===== src/rtl/pipe_pkg.sv =====
// Shared pipeline memory-stage definitions: FSM encoding, alignment mask and
// default access parameters used by the data and instruction memory units.
package pipe_pkg;

  typedef enum logic [1:0] {
    IDLE = 2'd0,
    REQ  = 2'd1,
    DONE = 2'd2
  } state_t;

  localparam logic [1:0]  WORD_ALIGN_MASK   = 2'b11;
  localparam int unsigned DEFAULT_TIMEOUT   = 16;
  localparam logic [31:0] DEFAULT_ERR_RDATA = 32'h0000_0000;

  function automatic logic is_aligned(input logic [1:0] addr_lsb);
    return (addr_lsb & WORD_ALIGN_MASK) == 2'b00;
  endfunction

endpackage


===== src/rtl/mem_timeout_ctr.sv =====
// 8-bit wait counter for memory handshakes; expired flags the last cycle an
// ack may still arrive before the access is abandoned.
module mem_timeout_ctr #(
  parameter int unsigned LIMIT = 16
) (
  input  logic clk,
  input  logic rst,
  input  logic clr,
  input  logic en,
  output logic expired
);

  localparam logic [7:0] LAST = 8'(LIMIT - 1);

  logic [7:0] count_reg;

  always_ff @(posedge clk or posedge rst) begin
    if (rst) begin
      count_reg <= 8'd0;
    end else if (clr) begin
      count_reg <= 8'd0;
    end else if (en && count_reg != 8'hFF) begin
      count_reg <= count_reg + 8'd1;
    end
  end

  assign expired = (count_reg == LAST);

endmodule


===== src/rtl/mem_access_unit.sv =====
// MEM-stage load/store controller: one req/ack transaction per instruction,
// stalling the upstream pipeline until the access completes or times out.
module mem_access_unit
  import pipe_pkg::*;
#(
  parameter int unsigned TIMEOUT   = DEFAULT_TIMEOUT,
  parameter logic [31:0] ERR_RDATA = DEFAULT_ERR_RDATA
) (
  input  logic        clk_i,
  input  logic        rst_i,
  input  logic        MemRead_i,
  input  logic        MemWrite_i,
  input  logic [31:0] Addr_i,
  input  logic [31:0] WrData_i,
  output logic [31:0] Read_Data_o,
  output logic        stall_o,
  output logic        err_o,
  output logic        mem_req_o,
  output logic        mem_we_o,
  output logic [31:0] mem_addr_o,
  output logic [31:0] mem_wdata_o,
  input  logic        mem_ack_i,
  input  logic [31:0] mem_rdata_i
);

  state_t state_reg, state_next;

  logic        acc;
  logic        aligned;
  logic        stall;
  logic        issue;
  logic        misalign;
  logic        finish_ok;
  logic        abort;
  logic        ctr_en;
  logic        ctr_clr;
  logic        ctr_expired;

  logic [31:0] read_data_reg;
  logic        err_reg;
  logic        req_reg;
  logic        we_reg;
  logic [31:0] addr_reg;
  logic [31:0] wdata_reg;

  assign acc     = MemRead_i | MemWrite_i;
  assign aligned = is_aligned(Addr_i[1:0]);

  always_ff @(posedge clk_i or posedge rst_i) begin
    if (rst_i) begin
      state_reg <= IDLE;
    end else begin
      state_reg <= state_next;
    end
  end

  // DONE ignores acc: EX/MEM still holds the instruction just serviced.
  always_comb begin
    state_next = state_reg;
    stall      = 1'b0;
    issue      = 1'b0;
    misalign   = 1'b0;
    finish_ok  = 1'b0;
    abort      = 1'b0;
    ctr_en     = 1'b0;
    ctr_clr    = 1'b1;
    case (state_reg)
      IDLE: begin
        if (acc) begin
          if (aligned) begin
            issue      = 1'b1;
            stall      = 1'b1;
            state_next = REQ;
          end else begin
            misalign = 1'b1;
          end
        end
      end
      REQ: begin
        stall   = 1'b1;
        ctr_en  = 1'b1;
        ctr_clr = 1'b0;
        if (mem_ack_i) begin
          finish_ok  = 1'b1;
          ctr_clr    = 1'b1;
          state_next = DONE;
        end else if (ctr_expired) begin
          abort      = 1'b1;
          ctr_clr    = 1'b1;
          state_next = DONE;
        end
      end
      DONE: begin
        state_next = IDLE;
      end
      default: begin
        state_next = IDLE;
      end
    endcase
  end

  mem_timeout_ctr #(
    .LIMIT(TIMEOUT)
  ) u_timeout_ctr (
    .clk    (clk_i),
    .rst    (rst_i),
    .clr    (ctr_clr),
    .en     (ctr_en),
    .expired(ctr_expired)
  );

  always_ff @(posedge clk_i or posedge rst_i) begin
    if (rst_i) begin
      read_data_reg <= 32'd0;
      err_reg       <= 1'b0;
      req_reg       <= 1'b0;
      we_reg        <= 1'b0;
      addr_reg      <= 32'd0;
      wdata_reg     <= 32'd0;
    end else begin
      if (issue) begin
        req_reg   <= 1'b1;
        we_reg    <= MemWrite_i;
        addr_reg  <= {Addr_i[31:2], 2'b00};
        wdata_reg <= WrData_i;
      end
      if (finish_ok || abort) begin
        req_reg <= 1'b0;
      end
      if (finish_ok && !we_reg) begin
        read_data_reg <= mem_rdata_i;
      end
      if (abort) begin
        err_reg <= 1'b1;
        if (!we_reg) begin
          read_data_reg <= ERR_RDATA;
        end
      end
      // A misaligned access with both strobes set counts as a store.
      if (misalign) begin
        err_reg <= 1'b1;
        if (MemRead_i && !MemWrite_i) begin
          read_data_reg <= ERR_RDATA;
        end
      end
    end
  end

  // The stall is released the moment reset asserts, not at the next edge.
  assign stall_o     = stall & ~rst_i;
  assign Read_Data_o = read_data_reg;
  assign err_o       = err_reg;
  assign mem_req_o   = req_reg;
  assign mem_we_o    = we_reg;
  assign mem_addr_o  = addr_reg;
  assign mem_wdata_o = wdata_reg;

endmodule


===== config.mk =====
export PLATFORM = sky130hd
export DESIGN_NAME = mem_access_unit
export DESIGN_NICKNAME = d
export VERILOG_FILES = /design/src/rtl/pipe_pkg.sv /design/src/rtl/mem_timeout_ctr.sv /design/src/rtl/mem_access_unit.sv
export SDC_FILE = /design/constraint.sdc
export NUM_CORES = 1
export LEC_CHECK = 0
export ABC_CLOCK_PERIOD_IN_PS = 7000
export CAP_MARGIN = 10
export CORE_ASPECT_RATIO = 0.8
export CORE_MARGIN = 3
export CORE_UTILIZATION = 42
export CTS_BUF_LIST = sky130_fd_sc_hd__clkbuf_2
export CTS_CLUSTER_DIAMETER = 30
export DETAILED_ROUTE_END_ITERATION = 6
export PLACE_DENSITY = 0.82
export RECOVER_POWER = 100
export SYNTH_ARGS = -nofsm -noshare
export SYNTH_HDL_FRONTEND = slang
export SYNTH_HIERARCHICAL = 1
export SYNTH_SLANG_ARGS = --single-unit

===== constraint.sdc =====
create_clock -name clk_i -period 7 [get_ports clk_i]
set_input_delay 0.7 -clock clk_i [delete_from_list [all_inputs] [get_ports clk_i]]
set_output_delay 0.7 -clock clk_i [all_outputs]
set_load 0.01 [all_outputs]

# After elaboration in Yosys (flattened, before gate mapping)
# Cells that the tools add are included.
[totals]
reg_bits = 107
wordCells = 61
[op_classes]
n_addsub = 1
eq_ne = 6
muxes = 31
bitwise = 3
reduce_logical = 12
[ops]
columns = ["op", "count"]
rows = [
  ["$mux 32", 5],
  ["$mux 1", 18],
  ["$mux 8", 2],
  ["$add 8x1->8 const B", 1],
  ["$eq 8x4->1 const B", 1],
  ["$mux 2", 4],
  ["$ne 8x8->1 const B", 1],
  ["$reduce_bool 2->1", 3],
  ["$logic_not 2->1", 2],
  ["$ne 2x2->1 const B", 2],
  ["$pmux 2 s2", 1],
  ["$logic_and 1x1->1", 3],
  ["$ne 3x3->1 const B", 1],
  ["$reduce_and 3->1", 1],
  ["$eq 2x1->1 const B", 1],
  ["$logic_not 1->1", 2],
  ["$pmux 1 s2", 1],
  ["$and 1x1->1", 1],
  ["$logic_or 1x1->1", 1],
  ["$not 1->1", 1],
  ["$or 1x1->1", 1],
]

# Logic depth before layout (Yosys ltp)
[depth]
word_depth = 8
mapped_depth = 8
ltp_nobuf = 7

# Hierarchy
# Netlist, hierarchy kept.
[modules_own_cells]
columns = ["mod", "n_inst", "cells_per_inst", "area_per_inst_um2", "seq_area_each_um2"]
rows = [
  ["mem_access_unit", 1, 301, 4037.6, 2477.4],
  ["mem_timeout_ctr", 1, 49, 491.7, 200.2],
]

# Worst setup path before layout
# OpenSTA, ideal clock, no wires.
[synth_timing]
path_type = "in2reg"
startpoint = "input port Addr_i[1]"
endpoint = "register addr_reg[2], in the netlist mem_addr_o[2]"
setup_time_ps = 125
t_arrival_ps = 1813
required_time_ps = 6875
path_slack_ps = 5062
path_stages = 4
path_buffers = 2
cell_sequence = "or4_4 > buf_6 > buf_6 > mux2_4"
[synth_via]
elab_chain_len = 4
[synth_lines]
columns = ["element", "line_no", "rtl"]
rows = [
  ["start: declaration", "mem_access_unit.sv:13", "input logic [31:0] Addr_i,"],
  ["$logic_not 2->1", "pipe_pkg.sv:16", "return (addr_lsb & WORD_ALIGN_MASK) == 2'b00;"],
  ["$mux 1", "mem_access_unit.sv:70", "if (aligned) begin"],
  ["$mux 1", "mem_access_unit.sv:69", "if (acc) begin"],
  ["$mux 1", "mem_access_unit.sv:67", "case (state_reg)"],
  ["end signal: assignment", "mem_access_unit.sv:124", "addr_reg <= {Addr_i[31:2], 2'b00};"],
  ["end: declaration", "mem_access_unit.sv:43", "logic [31:0] addr_reg;"],
]
# No other way between the ends.
# A chain may end at the register's enable or synchronous reset.

# Worst setup path after layout
[layout_timing]
startpoint = "register state_reg[1]"
endpoint = "register read_data_reg[17], in the netlist Read_Data_o[17]"
[layout_via]
elab_chain_len = 8
word_cells_on_any_way = 11
cone_classes = "eq/ne (1); mux (8); reduce/logical (2)"
[layout_lines]
columns = ["element", "line_no", "rtl"]
rows = [
  ["start: declaration", "mem_access_unit.sv:26", "state_t state_reg, state_next;"],
  ["start signal: assignment", "mem_access_unit.sv:53", "state_reg <= state_next;"],
  ["$eq 2x1->1", "mem_access_unit.sv:67", ""],
  ["$mux 1", "mem_access_unit.sv:67", ""],
  ["$logic_and 1x1->1", "mem_access_unit.sv:130", "if (finish_ok && !we_reg) begin"],
  ["$mux 32", "mem_access_unit.sv:130", ""],
  ["$mux 32", "mem_access_unit.sv:135", "if (!we_reg) begin"],
  ["$mux 32", "mem_access_unit.sv:133", "if (abort) begin"],
  ["$mux 32", "mem_access_unit.sv:142", "if (MemRead_i && !MemWrite_i) begin"],
  ["$mux 32 *", "mem_access_unit.sv:140", "if (misalign) begin"],
  ["end signal: assignment", "mem_access_unit.sv:131", "read_data_reg <= mem_rdata_i;"],
  ["end: declaration", "mem_access_unit.sv:39", "logic [31:0] read_data_reg;"],
]
# Every way passes the cells marked *; elsewhere a longest branch is shown, timed or not.

==> flow_metrics.tcl <==
set metrics [dict create \
    cts_sinks 107 \
    period_share 0.580 \
    clock.fmax_ghz 0.246 \
    placed_area_um2 6590 \
    cts_resized 0 \
    grt_setup_unrepaired "false" \
    io_pins 201 \
    peakVddDrop_uv 120 \
    synth_top_cell_by_area "dfrtp_1" \
    cts_setup_buffers 0 \
    worst_ep_arrival_time_ns 4.34 \
    clk_pin_slew_worst_paths_ns 0.26 \
    final_cell_area_um2 6500 \
    clockBufferDepth 2 \
    path_max_fanout 32 \
    fin_cells 686 \
    num_vias 3366 \
    drt_iter0_drc 214 \
    cts_buffers 9 \
    ys_top_cells_by_area "dfrtp_1 59%, mux2_4 16%, nand2_1 5.6%, a21oi_1 4.0%, mux2_2 3.7%" \
    hold_slack_ns 0.522 \
    viasPerCell 4.91 \
    first_pass_iters 4 \
    synth_edf_count 0 \
    period_needed_ns 4.06 \
    required_ns 7.29 \
    synth.avg_cell_area_um2 12.9 \
    async_reset_ff_frac 1.00 \
    powerDensity_nw_per_um2 258 \
    htreeDepth 3 \
    antenna_found_initial 1 \
    multiInputGateArea_um2 1510 \
    dp_hpwl_um 8810 \
    p_leak_uw 0.00282 \
    regArea_um2 2680 \
    rows 33 \
    slew_violations 99 \
    synth_ff_type "dfrtp_1" \
    wirelength_um 11700 \
    hold_violations 0 \
    critPathKind "flip-flop to flip-flop" \
    core_area_um2 10400 \
    drc 0 \
    grt_overflow 0 \
    grt_pass1_vias 3511 \
    io_buffers 198 \
    failed_checks "capacitance limit, slew limit" \
    drive_above_1_share 0.0716 \
    drv_cap 3 \
    post_synth_instance_area_um2 4530 \
    ys_seq_area_frac 0.591 \
    n_fill_cell 872 \
    synth_top_area_share 0.591 \
    holdCritPathClass "flip-flop to flip-flop" \
    power_uw 1680 \
    die_area_um2 12100 \
    route.antenna.remaining_nets 0 \
    dp_cells 669 \
    tightest_slew_ns 3.74 \
    synth_warnings 6 \
    run_status "finished with violations" \
    start_util 0.437 \
    wl_per_cell_um 17.1 \
    ys_ff_latch 107 \
    slew_headroom -1.50 \
    grtUsageTotal 0.197 \
    gp_congestion 0.799 \
    cts-hold-fix-buffers 0 \
    synthCells 350 \
    setup_viol 0 \
    die_x_um 122 \
    grt_max_degree 67 \
    netlist-cell-type-count 38 \
    fin_tns_setup_ns 0 \
    crit_path_start_kind "flip-flop" \
    fin_skew_ns 0.0410 \
    clk_latency_ns 0.57 \
    nets 642 \
    cts_tree "built" \
    cts_root_buffer "clkbuf_2" \
    end_kind "flip-flop" \
    die_h_um 98.9 \
    area_growth_pct 43.6 \
    grt_pass1_wl_um 18600 \
]
[layer usage]
layer / vias to the layer above / track usage / share of wire
li1: 1572 / - / -
met1: 1636 / 0.244 / 0.40
met2: 139 / 0.321 / 0.49
met3: 19 / 0.0786 / 0.094
met4: 0 / 0.0551 / 0.017
met5: - / 0 / 0
[synthesized netlist by cell type (2+ instances only)]
| library cell | n |
|---|---|
| a211oi_1 | 2 |
| a21oi_1 | 36 |
| a31oi_1 | 3 |
| a41oi_1 | 2 |
| buf_4 | 2 |
| buf_6 | 8 |
| clkbuf_1 | 12 |
| dfrtp_1 | 107 |
| inv_1 | 4 |
| mux2_2 | 15 |
| mux2_4 | 49 |
| nand2_1 | 67 |
| nand2b_1 | 3 |
| nand3_1 | 2 |
| nand4_1 | 2 |
| nand4bb_1 | 2 |
| nor2_1 | 6 |
| nor2b_1 | 5 |
| nor3_1 | 3 |
| nor3b_1 | 2 |
[stage by stage]
step	setup WS, ns	util
after floorplan	3.71	-
after global placement	4.11	0.636
after detailed placement	4.08	0.636
after CTS	4.08	0.647
after global routing	2.55	0.627
final	2.94	0.627
[cells by family (layout without fill, tap and decap cells)]
logic type / Yosys count / in the layout / share of synthesized area
other: 1 / 3 / 0.000828
AO/OA/AOI/OAI: 47 / 47 / 0.0594
flip-flops: 107 / 107 / 0.591
AND/OR/NAND/NOR: 101 / 101 / 0.104
adder cells (fa/ha/maj): 1 / 1 / 0.00276
multiplexers: 66 / 66 / 0.204
buffers and inverters: 27 / 221 / 0.0376
[cell type report]
type,count,area share
Timing Repair Buffer,201,0.308
Antenna cell,1,0.000385
Inverter,4,0.00250
Sequential cell,107,0.412
Clock buffer,10,0.00770
Clock inverter,6,0.00981
Tap cell,140,0.0269
Multi-Input combinational cell,217,0.233
[power breakdown]
part	switching (uW)	internal, uW	leakage, uW
combinational	237	324	0.00142
clock	200	83.7	0.0000683
sequential	73.1	760	0.00133
[worst paths after layout]
check / startpoint / endpoint / slack (ns) / cells after the start
worst max register to register: state_reg[1] / Read_Data_o[17] / 2.94 / 3
worst min register to register: mem_addr_o[5] / mem_addr_o[5] / 0.52 / 1
worst max-delay path: state_reg[1] / Read_Data_o[17] / 2.94 / 3
max in group asynchronous: rst_i / mem_wdata_o[3] / 4.58 / 3
min in group asynchronous: rst_i / u_timeout_ctr/count_reg[0] / 0.60 / 2
worst min-delay path: mem_addr_o[5] / mem_addr_o[5] / 0.52 / 1
[worst max-delay path: stages, from the launching register on]
cell,delay (ns)
dfrtp_1,0.51
or2_0,0.29
o32ai_1,2.88
a21oi_1,0.11
[layout by cell type (no fill, tap or decap), drive strengths merged, types with 2 or more instances in the layout]
| cell | n |
|---|---|
| or2 | 2 |
| buf | 3 |
| nand4 | 2 |
| clkdlybuf4s50 | 99 |
| mux2 | 65 |
| nor3b | 2 |
| dlygate4sd3 | 99 |
| a21oi | 36 |
| a31oi | 3 |
| and3 | 2 |
| nand2 | 67 |
| clkinv | 2 |
| a41oi | 2 |
| clkinvlp | 3 |
| nand3 | 2 |
| dfrtp | 107 |
| inv | 4 |
| conb | 2 |
| nor2 | 6 |
| clkbuf | 10 |
| nor2b | 5 |
| nand4bb | 2 |
| nor3 | 3 |
| a211oi | 2 |
| nand2b | 3 |
No activity file was read; power rests on OpenSTA's default activity.
